**src/rtl/restoring_divider_seq.sv**
```systemverilog
// Sequential unsigned restoring divider that resolves one quotient bit per clock.
// Optional macro DIV_ZERO_FAST_EN: a zero divisor finishes one edge after acceptance.

module subtractor_lookahead #(
    parameter int SIZE = 6
) (
    input  logic [SIZE-1:0] a_i,
    input  logic [SIZE-1:0] b_i,
    output logic [SIZE-1:0] diff_o,
    output logic            borrowOut_o
);

    logic [SIZE-1:0] gen;
    logic [SIZE-1:0] prop;
    logic [SIZE:0]   carry;
    logic            term;

    // a - b as a + ~b + 1; carry out of the top bit means no borrow occurred
    assign gen  = a_i & ~b_i;
    assign prop = a_i ^ ~b_i;

    always_comb begin
        carry    = '0;
        term     = 1'b0;
        carry[0] = 1'b1;
        for (int i = 0; i < SIZE; i++) begin
            term = 1'b1;
            for (int j = 0; j <= i; j++) begin
                term = term & prop[j];
            end
            carry[i+1] = term;
            for (int j = 0; j <= i; j++) begin
                term = gen[j];
                for (int k = j + 1; k <= i; k++) begin
                    term = term & prop[k];
                end
                carry[i+1] = carry[i+1] | term;
            end
        end
    end

    assign diff_o      = prop ^ carry[SIZE-1:0];
    assign borrowOut_o = carry[SIZE];

endmodule

module restoring_divider_seq #(
    parameter int SIZE = 5
) (
    input  logic            clk,
    input  logic            rst_n,
    input  logic            start,
    input  logic [SIZE-1:0] dividend,
    input  logic [SIZE-1:0] divisor,
    output logic            busy,
    output logic            done,
    output logic [SIZE-1:0] quotient,
    output logic [SIZE-1:0] remainder,
    output logic            div_by_zero
);

    localparam int CNT_W = $clog2(SIZE) + 1;

    typedef enum logic [1:0] {
        IDLE = 2'd0,
        RUN  = 2'd1,
        DONE = 2'd2
    } state_t;

    state_t           state_q, state_d;
    logic [SIZE:0]    rAcc_q, rAcc_d;
    logic [SIZE-1:0]  qShift_q, qShift_d;
    logic [SIZE:0]    dReg_q, dReg_d;
    logic [CNT_W-1:0] cnt_q, cnt_d;
    logic             zFlag_q, zFlag_d;
    logic [SIZE-1:0]  quotient_q, quotient_d;
    logic [SIZE-1:0]  remainder_q, remainder_d;
    logic             divByZero_q, divByZero_d;
    logic             done_q, done_d;

    logic [SIZE:0]    trial;
    logic [SIZE:0]    diff;
    logic             noBorrow;

    assign trial = {rAcc_q[SIZE-1:0], qShift_q[SIZE-1]};

    subtractor_lookahead #(.SIZE(SIZE + 1)) u_sub (
        .a_i         (trial),
        .b_i         (dReg_q),
        .diff_o      (diff),
        .borrowOut_o (noBorrow)
    );

    always_ff @(posedge clk or negedge rst_n) begin
        if (!rst_n) begin
            state_q     <= IDLE;
            rAcc_q      <= '0;
            qShift_q    <= '0;
            dReg_q      <= '0;
            cnt_q       <= '0;
            zFlag_q     <= 1'b0;
            quotient_q  <= '0;
            remainder_q <= '0;
            divByZero_q <= 1'b0;
            done_q      <= 1'b0;
        end else begin
            state_q     <= state_d;
            rAcc_q      <= rAcc_d;
            qShift_q    <= qShift_d;
            dReg_q      <= dReg_d;
            cnt_q       <= cnt_d;
            zFlag_q     <= zFlag_d;
            quotient_q  <= quotient_d;
            remainder_q <= remainder_d;
            divByZero_q <= divByZero_d;
            done_q      <= done_d;
        end
    end

    always_comb begin
        state_d     = state_q;
        rAcc_d      = rAcc_q;
        qShift_d    = qShift_q;
        dReg_d      = dReg_q;
        cnt_d       = cnt_q;
        zFlag_d     = zFlag_q;
        quotient_d  = quotient_q;
        remainder_d = remainder_q;
        divByZero_d = divByZero_q;
        done_d      = 1'b0;

        unique case (state_q)
            IDLE, DONE: begin
                if (start) begin
                    state_d  = RUN;
                    rAcc_d   = '0;
                    qShift_d = dividend;
                    dReg_d   = {1'b0, divisor};
                    cnt_d    = '0;
                    zFlag_d  = (divisor == '0);
                end else begin
                    state_d = IDLE;
                end
            end
            RUN: begin
`ifdef DIV_ZERO_FAST_EN
                // The dividend is still unshifted here, so it is the natural remainder
                if (zFlag_q) begin
                    state_d     = DONE;
                    quotient_d  = '1;
                    remainder_d = qShift_q;
                    divByZero_d = 1'b1;
                    done_d      = 1'b1;
                end else
`endif
                begin
                    rAcc_d   = noBorrow ? diff : trial;
                    qShift_d = {qShift_q[SIZE-2:0], noBorrow};
                    cnt_d    = cnt_q + CNT_W'(1);
                    if (cnt_q == CNT_W'(SIZE - 1)) begin
                        state_d     = DONE;
                        quotient_d  = qShift_d;
                        remainder_d = rAcc_d[SIZE-1:0];
                        divByZero_d = zFlag_q;
                        done_d      = 1'b1;
                    end
                end
            end
            default: state_d = IDLE;
        endcase
    end

    assign busy        = (state_q == RUN);
    assign done        = done_q;
    assign quotient    = quotient_q;
    assign remainder   = remainder_q;
    assign div_by_zero = divByZero_q;

endmodule
```
**config.mk**
```make
export PLATFORM = sky130hd
export DESIGN_NAME = restoring_divider_seq
export DESIGN_NICKNAME = d
export VERILOG_FILES = /design/src/rtl/restoring_divider_seq.sv
export SDC_FILE = /design/constraint.sdc
export NUM_CORES = 1
export LEC_CHECK = 0
export CAP_MARGIN = 20
export CORE_ASPECT_RATIO = 0.75
export CORE_MARGIN = 3
export CORE_UTILIZATION = 23
export CTS_BUF_LIST = sky130_fd_sc_hd__clkbuf_4 sky130_fd_sc_hd__clkbuf_8 sky130_fd_sc_hd__clkbuf_16
export CTS_CLUSTER_DIAMETER = 80
export CTS_CLUSTER_SIZE = 20
export DETAILED_ROUTE_END_ITERATION = 10
export GPL_TIMING_DRIVEN = 0
export HOLD_SLACK_MARGIN = 0.06
export PLACE_DENSITY = 0.42
export SLEW_MARGIN = 20
export SYNTH_ARGS = -nofsm -noshare
export SYNTH_HDL_FRONTEND = slang
export SYNTH_SLANG_ARGS = --single-unit
```
**constraint.sdc**
```tcl
create_clock -name clk -period 5.6 [get_ports clk]
set_input_delay 1.4 -clock clk [delete_from_list [all_inputs] [get_ports clk]]
set_output_delay 1.4 -clock clk [all_outputs]
set_load 0.005 [all_outputs]
```
==> run metrics <==
run status=finished clean; row cnt=25; Power Dens Cells=621 nW/um^2; pre-CTS setup slack=~2.4 ns; first-pass GRT wire length=6080 um; setup violators final=0; post_cts resized=0; Max stage delay cell, worst path=clkdlybuf4s50_1; ratio of cells with drive above 1 in the final layout=0.116; top cells by area, synth=dfrtp_1, ha_1, o21ai_0, nand2_1, mux2_2; Reg2Reg Setup Slack=3.46 ns; final hold viol count=0; initial antenna violation count=0; syn avg cell area=10.6 sq um; Hold Path Class=reg2reg; Sum Neg Setup Slack=0 ns; # Max-Cap Violations=0; arrival time worst endpoint=between 2 and 2.5 ns; CP max FO=10; largest net degree at the start of global routing=25; port bufs=25; RSZ-0062 raised after global routing=no; Post-DP Area=1940 sq um; DRT iter0 DRCs=32; final worst-path cycle share=0.623; CP Buf/Inv Count=3; CTS tree=yes; Levels on crit path=4; CP Launch Type=flop; gr usage total=0.0993; wirelength, routed=3650 um; Crit Reg-Reg Startpoint=qShift_q[4]; IO Pins=26; Num CTS Buffers=5; dpl hpwl=between 2000 and 3000 um; min Tclk post-route=3.49 ns; Post-Synthesis Cells=147; Initial DRT Pass Iterations=4; delay-heaviest family, CP=buffers and inverters; FMAX=~0.29 GHz; Critical Path RT=4.20 ns; Vias per Instance=4.49; gpl congestion=0.753; Final WS setup=roughly 2.1 ns; clk slew on worst S/H paths=0.07 ns; Longest Clk Path Bufs=2; Synth Warn #=0; Mapped Nets=168; reg2reg end=remainder[0]; ANT cells=0; clk_skew=0.00886 ns; Critical Path Sink=busy; CTS root buffer=clkbuf_8; Worst-Margin Slew=0.721 ns; via count=approximately 1.2k; WS Path Type=reg2out; CTS sink count=34; Crit. Startpoint=state_q[1]; Post-synth EDFFs=0; # H-tree levels=2; LEAKAGE=between 0.0008 and 0.0009 uW; R2R depth=7; largest family of logic cells by synthesized area=compound AO/OA/AOI/OAI gates; Die Ht=77.4 um; antenna-violating nets left=0; Final Max Tran Viols=0; fin area=2030 sq um; Post-Syn Area=1560 sq um; CP Capture Type=output port; most common cell in the netlist=dfrtp_1; vias in the first global route=1194; overflow left after global routing=0; Core Area=~6400 sq um; Synth Area in XOR/XNOR=0.0112; Post-Synth Simple-Gate Area=0.119; Yosys reg bits=34; Die ar.=7840 sq um; Peak VDD IR=between 150 and 200 uV; Yosys top cell area share=0.544; critical-path cell list=nand2b_1 > inv_1 > clkbuf_1 > clkdlybuf4s50_1; Synth cell types=30; die width=between 100 and 150 um; worst skew pair latency=0.29 ns; hold-fix buffers at CTS=0; part of the Yosys area used for sequential elements=0.544; Slew HR=0.517; ys flop type=dfrtp_1; P&R area growth vs syn=29.7%; top cells by count, synth=dfrtp_1, nand2_1, o21ai_0; Compound-Gate Fraction of Synth Area=0.146; post-synthesis mux area share=0.0784; ys async rst share=1.00; wire per inst=13.9 um; post-route DRC violation count=0; Post-CTS Setup Bufs=0; critical path's largest stage delay=0.59 ns; initial core utilization=0.243; Post-Synth Adder-Cell Area=0.0640; leading area contributor after synthesis=dfrtp_1; fin nets=201
state kept, by name, summed over array words and instances, names as in the netlist:
register,cells
zFlag_q,1
rAcc_q,5
state_q,2
dReg_q,5
done,1
remainder,5
div_by_zero,1
cnt_q,4
quotient,5
qShift_q,5
per-stage QoR:
stage	hold WS [ns]	total power (uW)	util	cells
5_1_grt	0.513	1370	0.315	262
3_3_place_gp	0.471	1070	0.297	253
4_1_cts	0.489	1280	0.315	262
3_5_place_dp	0.475	1090	0.301	254
6_report	0.482	1260	0.315	262
2_1_floorplan	0.443	851	-	147
metal layers:
metal,wire length (um),share of wire,GRT usage
met3,181,0.050,0.0323
met4,0,0,0.0279
met2,1590,0.44,0.146
met1,1880,0.51,0.140
met5,0,0,0
report_power, final:
part           internal [uW]  switching (uW)
logic                    309             325
registers                363            74.0
clock network           92.6            96.1
worst register-to-register path, stage by stage, from the launching register on:
cell	delay (ns)
dfrtp_1	0.35
inv_1	0.07
ha_1	0.34
o211ai_2	0.22
nand2_1	0.12
a21oi_2	0.44
mux2i_1	0.20
mux2_2	0.29
worst min path at each step:
stage                     startpoint        to  slack (ns)  cells past startpoint
after floorplan              zFlag_q   zFlag_q        0.44                      2
after global routing        cnt_q[3]  cnt_q[3]        0.51                      1
after detailed placement    cnt_q[3]  cnt_q[3]        0.48                      1
final                       cnt_q[3]  cnt_q[3]        0.48                      1
after global placement      cnt_q[3]  cnt_q[3]        0.47                      1
after CTS                   cnt_q[3]  cnt_q[3]        0.49                      1
cells in the final DEF (no fill, tap or decap), drive strengths merged, types with 2 or more instances in the layout:
cell type,n
clkbuf,9
a21oi,8
nand3,3
a22oi,4
nand2b,2
or4,2
a22o,3
nand2,20
mux2i,4
clkdlybuf4s50,24
ha,8
and2,2
o21ai,16
dfrtp,34
clkinv,2
buf,4
mux2,7
nor2,8
inv,10
logic make-up after synthesis:
group,after synthesis
simple gates,41
compound gates,36
flops,34
buf+inv,15
mux,11
fa+ha+maj,8
xor+xnor,2
layout make-up:
cell class	instances	area, sq um
plain buffers	5	21.3
clock buffers	6	76.3
clock inverters	2	13.8
fillers	675	4420
inverters	10	37.5
multi-input cells	98	654
flip-flops and latches	34	851
well taps	81	101
repair buffers	26	273
Note: power is estimated with default switching activity, not from simulation.
==> RTL change (same flow settings) <==
Take the reset off `qShift_q` and load it in a clocked block of its own.
--- a/src/rtl/restoring_divider_seq.sv
+++ b/src/rtl/restoring_divider_seq.sv
@@ -95,7 +95,6 @@
         if (!rst_n) begin
             state_q     <= IDLE;
             rAcc_q      <= '0;
-            qShift_q    <= '0;
             dReg_q      <= '0;
             cnt_q       <= '0;
             zFlag_q     <= 1'b0;
@@ -106,7 +105,6 @@
         end else begin
             state_q     <= state_d;
             rAcc_q      <= rAcc_d;
-            qShift_q    <= qShift_d;
             dReg_q      <= dReg_d;
             cnt_q       <= cnt_d;
             zFlag_q     <= zFlag_d;
@@ -115,6 +113,10 @@
             divByZero_q <= divByZero_d;
             done_q      <= done_d;
         end
+    end
+
+    always_ff @(posedge clk) begin
+        qShift_q <= qShift_d;
     end
 
     always_comb begin
Formal check against the unedited RTL: no difference found for any inputs over 10 cycles, from zero or initial values and one cycle with rst_n low; that may be too few to reach the edited logic, so the function may still have changed.
==> RTL change against the original RTL <==
Total power rose by 2.7%. Worst setup slack improved by 110 ps. Cell area rose by 2.1%. Sequential cell count did not move. Area after synthesis rose by 2.4%. Wire length rose by 5.6%. Critical path depth did not move. Fmax rose by 3.2%. Largest power group unchanged.
==> RTL change: results <==
[status]
status = "completed"

[setup_path]
r2r_setup_slack_ps = 3480
arrival_ps = 1980
rr_endpoint = "remainder[3]$_DFFE_PN0P_"
worstReg2RegStart = "rAcc_q[3]$_DFFE_PN0P_"

[timing]
tightest_slew_ps = 569
skew_ps = 7.20

[final_layout]
multiInputGateArea_um2 = 666

[logic_synthesis]
synthMuxAreaShare_pct = 0.703
synth_compound_area_share_pct = 15.5
syn-num-nets = 184
synth_xor_area_share_pct = 0.547
synth_commonest_cells = "nand2_1 (46), dfrtp_1 (29), o21ai_0 (14)"
synthTopCellsByArea = "dfrtp_1 (45%), nand2_1 (11%), edfxtp_1 (9.4%)"

[global_routing]
grt_pass1_wl_um = 6240
grt_max_degree = 19
met3_usage_pct = 3.20
gr-usage-met2_pct = 13.0
grt_use_total_pct = 10.3

[worst_hold_path]
min_path_cells = 2
min_to = "quotient[2]$_DFFE_PN0P_"

[power_and_ir_drop]
leakagePower_nw = 0.931

[drt]
routed-wl-met2_um = 1480
avgRoutedWirePerCell_um = 13.9

[placed_design]
gp_congestion = 0.773
RTL change: cell count changes after synthesis, sizes merged, moves of 4 or more:
cell    change
a21oi       -7
edfxtp      +5
dfrtp       -5
mux2        -6
nand2      +26
mux2i       -4
RTL change: metrics by stage:
step                hold slack, ps  std cells  total power, mW
global route                   521        278             1.41
CTS                            486        278             1.31
global placement               461        269             1.12
detailed placement             464        270             1.11
floorplan                      439        163            0.871
finish                         477        278             1.29
RTL change: power by group:
group          internal (mW)  switching, mW
Clock                 0.0989         0.0948
Combinational          0.291          0.358
Sequential             0.381         0.0695
Total                  0.771          0.522
RTL change: cell type report:
type	instances	share of cell area, %
multi-input combinational	113	32.1
clock inverter	2	0.604
clock buffer	6	3.99
sequential	34	42.3
timing repair buffer	26	13.2
inverter	12	2.18
tap	81	4.89
buffer	4	0.725
RTL change: worst register-to-register path, stage by stage, from the launching register on:
cell and delay [ps]:
dfrtp_1 400, ha_1 390, a211oi_1 560, nor4_1 100, a211oi_1 380, mux2_2 230
